==> src/rtl/multdiv_pkg.sv <==
// multdiv_pkg: shared constants and state encoding for the multicycle divider.
package multdiv_pkg;
  localparam int DIV_WIDTH = 32;
  localparam int DIV_LATENCY = DIV_WIDTH + 2;
  localparam int CNT_W = $clog2(DIV_WIDTH);
  typedef enum logic [1:0] {IDLE, RUN, FIX, DONE} div_state_e;
endpackage

==> src/rtl/negate_32bit.sv <==
// negate_32bit: two's-complement negation as bitwise invert plus increment.
module negate_32bit
  import multdiv_pkg::*;
(
  input  logic [DIV_WIDTH-1:0] a,
  output logic [DIV_WIDTH-1:0] y
);
  assign y = ~a + 1'b1;
endmodule

==> src/rtl/multdiv_divider.sv <==
// multdiv_divider: multicycle signed restoring divider, one quotient bit per cycle.
// Defining DIV_REMAINDER_EN adds the signed data_remainder output.
module multdiv_divider
  import multdiv_pkg::*;
(
  input  logic                 clock,
  input  logic                 reset,
  input  logic                 ctrl_div,
  input  logic [DIV_WIDTH-1:0] data_operandA,
  input  logic [DIV_WIDTH-1:0] data_operandB,
  output logic [DIV_WIDTH-1:0] data_result,
  output logic                 data_exception,
  output logic                 data_resultRDY,
`ifdef DIV_REMAINDER_EN
  output logic [DIV_WIDTH-1:0] data_remainder,
`endif
  output logic                 busy
);
  div_state_e state_q, state_d;
  logic [DIV_WIDTH-1:0] quo_q, quo_d, rem_q, rem_d, bmag_q, bmag_d;
  logic [DIV_WIDTH-1:0] result_q, result_d;
  logic [CNT_W-1:0] cnt_q, cnt_d;
  logic sign_q, sign_d, div0_q, div0_d, exc_q, exc_d, rdy_q, rdy_d, busy_q, busy_d;
  logic [DIV_WIDTH-1:0] neg_a, neg_b, neg_quo, amag, bmag;
  logic [DIV_WIDTH:0] rem_sh, trial;
  negate_32bit u_neg_a (.a(data_operandA), .y(neg_a));
  negate_32bit u_neg_b (.a(data_operandB), .y(neg_b));
  negate_32bit u_neg_q (.a(quo_q), .y(neg_quo));
  assign amag = data_operandA[DIV_WIDTH-1] ? neg_a : data_operandA;
  assign bmag = data_operandB[DIV_WIDTH-1] ? neg_b : data_operandB;
`ifdef DIV_REMAINDER_EN
  logic [DIV_WIDTH-1:0] remout_q, remout_d, neg_rem;
  logic signa_q, signa_d;
  negate_32bit u_neg_r (.a(rem_q), .y(neg_rem));
  assign data_remainder = remout_q;
`endif
  assign data_result    = result_q;
  assign data_exception = exc_q;
  assign data_resultRDY = rdy_q;
  assign busy           = busy_q;
  // rem_q stays below |B| <= 2^31, so a 33-bit trial holds the signed difference.
  assign rem_sh = {rem_q, quo_q[DIV_WIDTH-1]};
  assign trial  = rem_sh + {1'b1, ~bmag_q} + 1'b1;
  always_comb begin
    state_d  = state_q;
    quo_d    = quo_q;
    rem_d    = rem_q;
    bmag_d   = bmag_q;
    cnt_d    = cnt_q;
    sign_d   = sign_q;
    div0_d   = div0_q;
    result_d = result_q;
    exc_d    = exc_q;
    rdy_d    = 1'b0;
    busy_d   = busy_q;
`ifdef DIV_REMAINDER_EN
    remout_d = remout_q;
    signa_d  = signa_q;
`endif
    case (state_q)
      RUN: begin
        quo_d   = {quo_q[DIV_WIDTH-2:0], ~trial[DIV_WIDTH]};
        rem_d   = trial[DIV_WIDTH] ? rem_sh[DIV_WIDTH-1:0] : trial[DIV_WIDTH-1:0];
        cnt_d   = cnt_q + 1'b1;
        state_d = (cnt_q == CNT_W'(DIV_WIDTH - 1)) ? FIX : RUN;
      end
      FIX: begin
        quo_d   = div0_q ? '0 : sign_q ? neg_quo : quo_q;
`ifdef DIV_REMAINDER_EN
        // With a zero divisor every trial succeeds, leaving rem_q = |A|, so this restores A.
        rem_d   = signa_q ? neg_rem : rem_q;
`endif
        state_d = DONE;
      end
      DONE: begin
        result_d = quo_q;
        exc_d    = div0_q;
        rdy_d    = 1'b1;
        busy_d   = 1'b0;
        state_d  = IDLE;
`ifdef DIV_REMAINDER_EN
        remout_d = rem_q;
`endif
      end
      default: ;
    endcase
    if (ctrl_div) begin
      state_d = RUN;
      quo_d   = amag;
      bmag_d  = bmag;
      rem_d   = '0;
      cnt_d   = '0;
      sign_d  = data_operandA[DIV_WIDTH-1] ^ data_operandB[DIV_WIDTH-1];
      div0_d  = (data_operandB == '0);
      busy_d  = 1'b1;
`ifdef DIV_REMAINDER_EN
      signa_d = data_operandA[DIV_WIDTH-1];
`endif
    end
  end
  always_ff @(posedge clock) begin
    if (reset) begin
      state_q  <= IDLE;
      quo_q    <= '0;
      rem_q    <= '0;
      bmag_q   <= '0;
      cnt_q    <= '0;
      sign_q   <= 1'b0;
      div0_q   <= 1'b0;
      result_q <= '0;
      exc_q    <= 1'b0;
      rdy_q    <= 1'b0;
      busy_q   <= 1'b0;
`ifdef DIV_REMAINDER_EN
      remout_q <= '0;
      signa_q  <= 1'b0;
`endif
    end else begin
      state_q  <= state_d;
      quo_q    <= quo_d;
      rem_q    <= rem_d;
      bmag_q   <= bmag_d;
      cnt_q    <= cnt_d;
      sign_q   <= sign_d;
      div0_q   <= div0_d;
      result_q <= result_d;
      exc_q    <= exc_d;
      rdy_q    <= rdy_d;
      busy_q   <= busy_d;
`ifdef DIV_REMAINDER_EN
      remout_q <= remout_d;
      signa_q  <= signa_d;
`endif
    end
  end
endmodule

==> config.mk <==
export PLATFORM = sky130hd
export DESIGN_NAME = multdiv_divider
export DESIGN_NICKNAME = d
export VERILOG_FILES = /design/src/rtl/multdiv_pkg.sv /design/src/rtl/negate_32bit.sv /design/src/rtl/multdiv_divider.sv
export SDC_FILE = /design/constraint.sdc
export NUM_CORES = 1
export LEC_CHECK = 0
export BUFFER_PORTS_ARGS = -buffer_cell sky130_fd_sc_hd__buf_2
export CORE_ASPECT_RATIO = 1.25
export CORE_MARGIN = 2
export CORE_UTILIZATION = 50
export CTS_CLUSTER_DIAMETER = 30
export DETAILED_ROUTE_END_ITERATION = 10
export PLACE_DENSITY = 0.69
export SLEW_MARGIN = 20
export SYNTH_ARGS = -nofsm -noshare
export SYNTH_HDL_FRONTEND = slang
export SYNTH_HIERARCHICAL = 1
export SYNTH_SLANG_ARGS = --single-unit
==> constraint.sdc <==
create_clock -name clock -period 3.8 [get_ports clock]
set_clock_uncertainty 0.15 [all_clocks]
set_input_delay 0.19 -clock clock [delete_from_list [all_inputs] [get_ports clock]]
set_output_delay 0.19 -clock clock [all_outputs]
set_load 0.01 [all_outputs]
==> metrics.txt <==
type of destination of the critical path flip-flop; I/O pins 102; Synth Area in Simple Gates 21.6%; Tmin final 3.61 ns; clock tree from TritonCTS done; average instance area after synthesis 8.28 um2; Critical Path Max Stage Delay 0.40 ns; Setup-failing EPs final 0; Synth Flop Type dfxtp_1; area enclosed by the die boundary 0.0210 mm2; total of flip-flops plus latches after synthesis 140; weighted congestion reported at the end of routability-driven placement 0.854; number of DRC markers in iteration 0 637; Clock Pin Slew Worst Setup and Hold Paths 0.06 ns; H-Tree Level Count 4; CP Class reg2reg; commonest non-fill, non-tap cell in the layout dfxtp_1; max_slew headroom 29.4%; Pleak 4.54 nW; total wirelength of the detailed-routed design 25300 um; share of synthesized area spent on multiplexers 9.46%; Die Span X 130 um; post-synth cell types 66; share of async-settable or async-resettable flops after synthesis 0%; worst IR drop on VDD 339 uV; row cnt 57; Synth Warn # 6; final instance area 0.0115 mm2; startpoint of the most critical setup path quo_q[31]; Crit path arrival time 3.78 ns; Slew Limit Fails 0; Max Fanout on Critical Path 5; xor-xnor portion of the synthesized cell area 10.6%; maximum number of pins on one net before global-route repair 55; Total Routing Usage GR 24.1%; total congestion overflow 0; Max Clock Freq 277 MHz; height of the die 162 um; area of the core 0.0195 mm2; unrepaired setup endpoints after global routing false; count of max-cap constraint violations 0; final hold violation count 0; compound-gate portion of the synthesized area 20.2%; # diodes 0; final-stage net count 1391; cell area after placement 0.0106 mm2; critical register-to-register path startpoint quo_q[31]; r2r setup slk 0.19 ns; syn nets 1306; via total after detailed routing 9112; antenna-violating nets left 0; router iterations before antenna repair 6; share of the clock period used by the worst path after layout 95.1%; top library cells by usage in the layout, fill and taps aside 140 x dfxtp_1, 118 x nor2_1, 113 x nand2_1, 99 x buf_2, 94 x xnor2_1; synthesis-to-finish area growth 15.5%; number of vias per cell 5.83; starting density of the core 51.1%; run status finished clean; TNS Setup 0 ns; post-synthesis sequential area ratio 28.2%; count of clock tree sinks 140; required time of the critical path 3.97 ns; DRC 0; Worst Min Path Start data_operandB[6]; power consumption 4.49 mW; initial antenna violation count 0; smallest hold slack 0.00778 ns; areal power density over the cells 391 mW/mm2; area of the mapped netlist 0.00994 mm2; wire length of the first global-routing pass 41100 um; combinational family with the most area after synthesis simple AND/OR/NAND/NOR gates; crit path launch type flip-flop; total CTS buffers 17; Gate Count Post-Synth 1201; Post-synth EDFFs 0; IO buf count 101; layout cells sized above 1 18.0%; DP Wirelength 17800 um; number of global-route vias before repair 8507; clock tree root buffer cell clkbuf_16; clock buffer depth 2; path type of the worst min-delay path in2reg; series of cell instances along the critical path inv_1, ha_1, fa_2, and2b_1, o31ai_1, a211oi_2, a31oi_2, o31a_4, o31ai_4, xnor2_4, buf_12, mux2_2, a22o_1; Routed WL per cell 16.2 um; worst-skew pair later-pin latency 0.43 ns; adder-cell share of the synthesized area 4.86%; cell with the largest stage delay on the worst path o31a_4; Worst-Margin Slew 1.05 ns
## area by class of cell
cell class,count,area (um2)
inverters,43,161
well taps,265,332
multi-input cells,945,6680
fillers,1800,7980
flip-flops and latches,140,2800
repair buffers,139,913
clock buffers,18,439
clock inverters,14,159
## path summary, 6_finish.rpt
check                                  endpoint  depth (start not counted)
worst max-delay path                  rem_q[27]                         13
worst min-delay path                  bmag_q[6]                          3
worst max register to register        rem_q[27]                         13
worst min register to register  data_result[27]                          2
## sequential cells by signal, summed over array words and instances (netlist names), 2 cells and up
| register | count |
|---|---|
| rem_q | 32 |
| bmag_q | 32 |
| state_q | 2 |
| cnt_q | 5 |
| data_result | 32 |
| quo_q | 32 |
## timing repair
item | CTS | global route
hold endpoints to repair | 10 | 0
gates resized for setup | 0 | 6
endpoints found under the setup margin | 0 | 23
setup buffers | 0 | 6
hold buffers | 10 | 0
## per-stage QoR
step,utilization [%],setup slack (ns),cells
floorplan,-,0.356,1201
global placement,54.6,0.193,1513
detailed placement,54.6,0.101,1513
CTS,58.2,0.0738,1555
global route,59.0,0.0423,1564
finish,59.0,0.185,1564
## report_power, final
group,internal (mW),switching (mW),leakage (nW),total [mW]
registers,1.54,0.0854,1.15,1.63
clock network,0.999,0.693,0.294,1.69
logic,0.547,0.624,3.10,1.17
## critical path: cells and delay by family (launching register included)
family	cells	cell delay [ns]
AND/OR/NAND/NOR	1	0.22
adder cells (fa/ha/maj)	2	0.57
flip-flops	1	0.33
buffers and inverters	2	0.21
XOR/XNOR	1	0.18
AO/OA/AOI/OAI	6	1.53
multiplexers	1	0.33
## Yosys cell counts, drive strengths merged, types with 7 or more instances
cell type	count	area [um2]
o31ai	7	66.3
nand3	11	55.1
and2	7	43.8
ha	37	463
a222oi	30	300
or3	15	93.8
a31oi	8	56.3
mux2	32	360
nor2b	7	43.8
or4	11	93.8
nor2	119	447
nor3	33	165
clkbuf	59	221
nand4	10	100
a211oi	71	538
nand2	113	424
and3	7	43.8
a21o	19	143
nand2b	10	62.6
inv	43	161
buf	14	120
o21ai	43	215
a21oi	82	410
xor2	25	219
xnor2	95	840
mux2i	58	581
dfxtp	140	2800
o21a	7	52.6
nor4	46	408
## kinds of logic after synthesis
kind of cell               count (synthesis)
buffers and inverters                    116
and+or+nand+nor                          404
adders and majority gates                 38
AOI/OAI and AO/OA                        293
xor gates and xnor gates                 120
DFF                                      140
muxes                                     90
## per-layer routing
layer | vias up | GRT usage, % | routed length [um] | share of wire (%)
li1 | 4559 | - | - | -
met1 | 4281 | 29.8 | 10800 | 43
met2 | 226 | 42.1 | 12800 | 50
met3 | 46 | 3.43 | 1030 | 4.1
met4 | 0 | 9.24 | 756 | 3.0
met5 | - | 0 | 0 | 0
No activity file was read; power rests on OpenSTA's default activity.
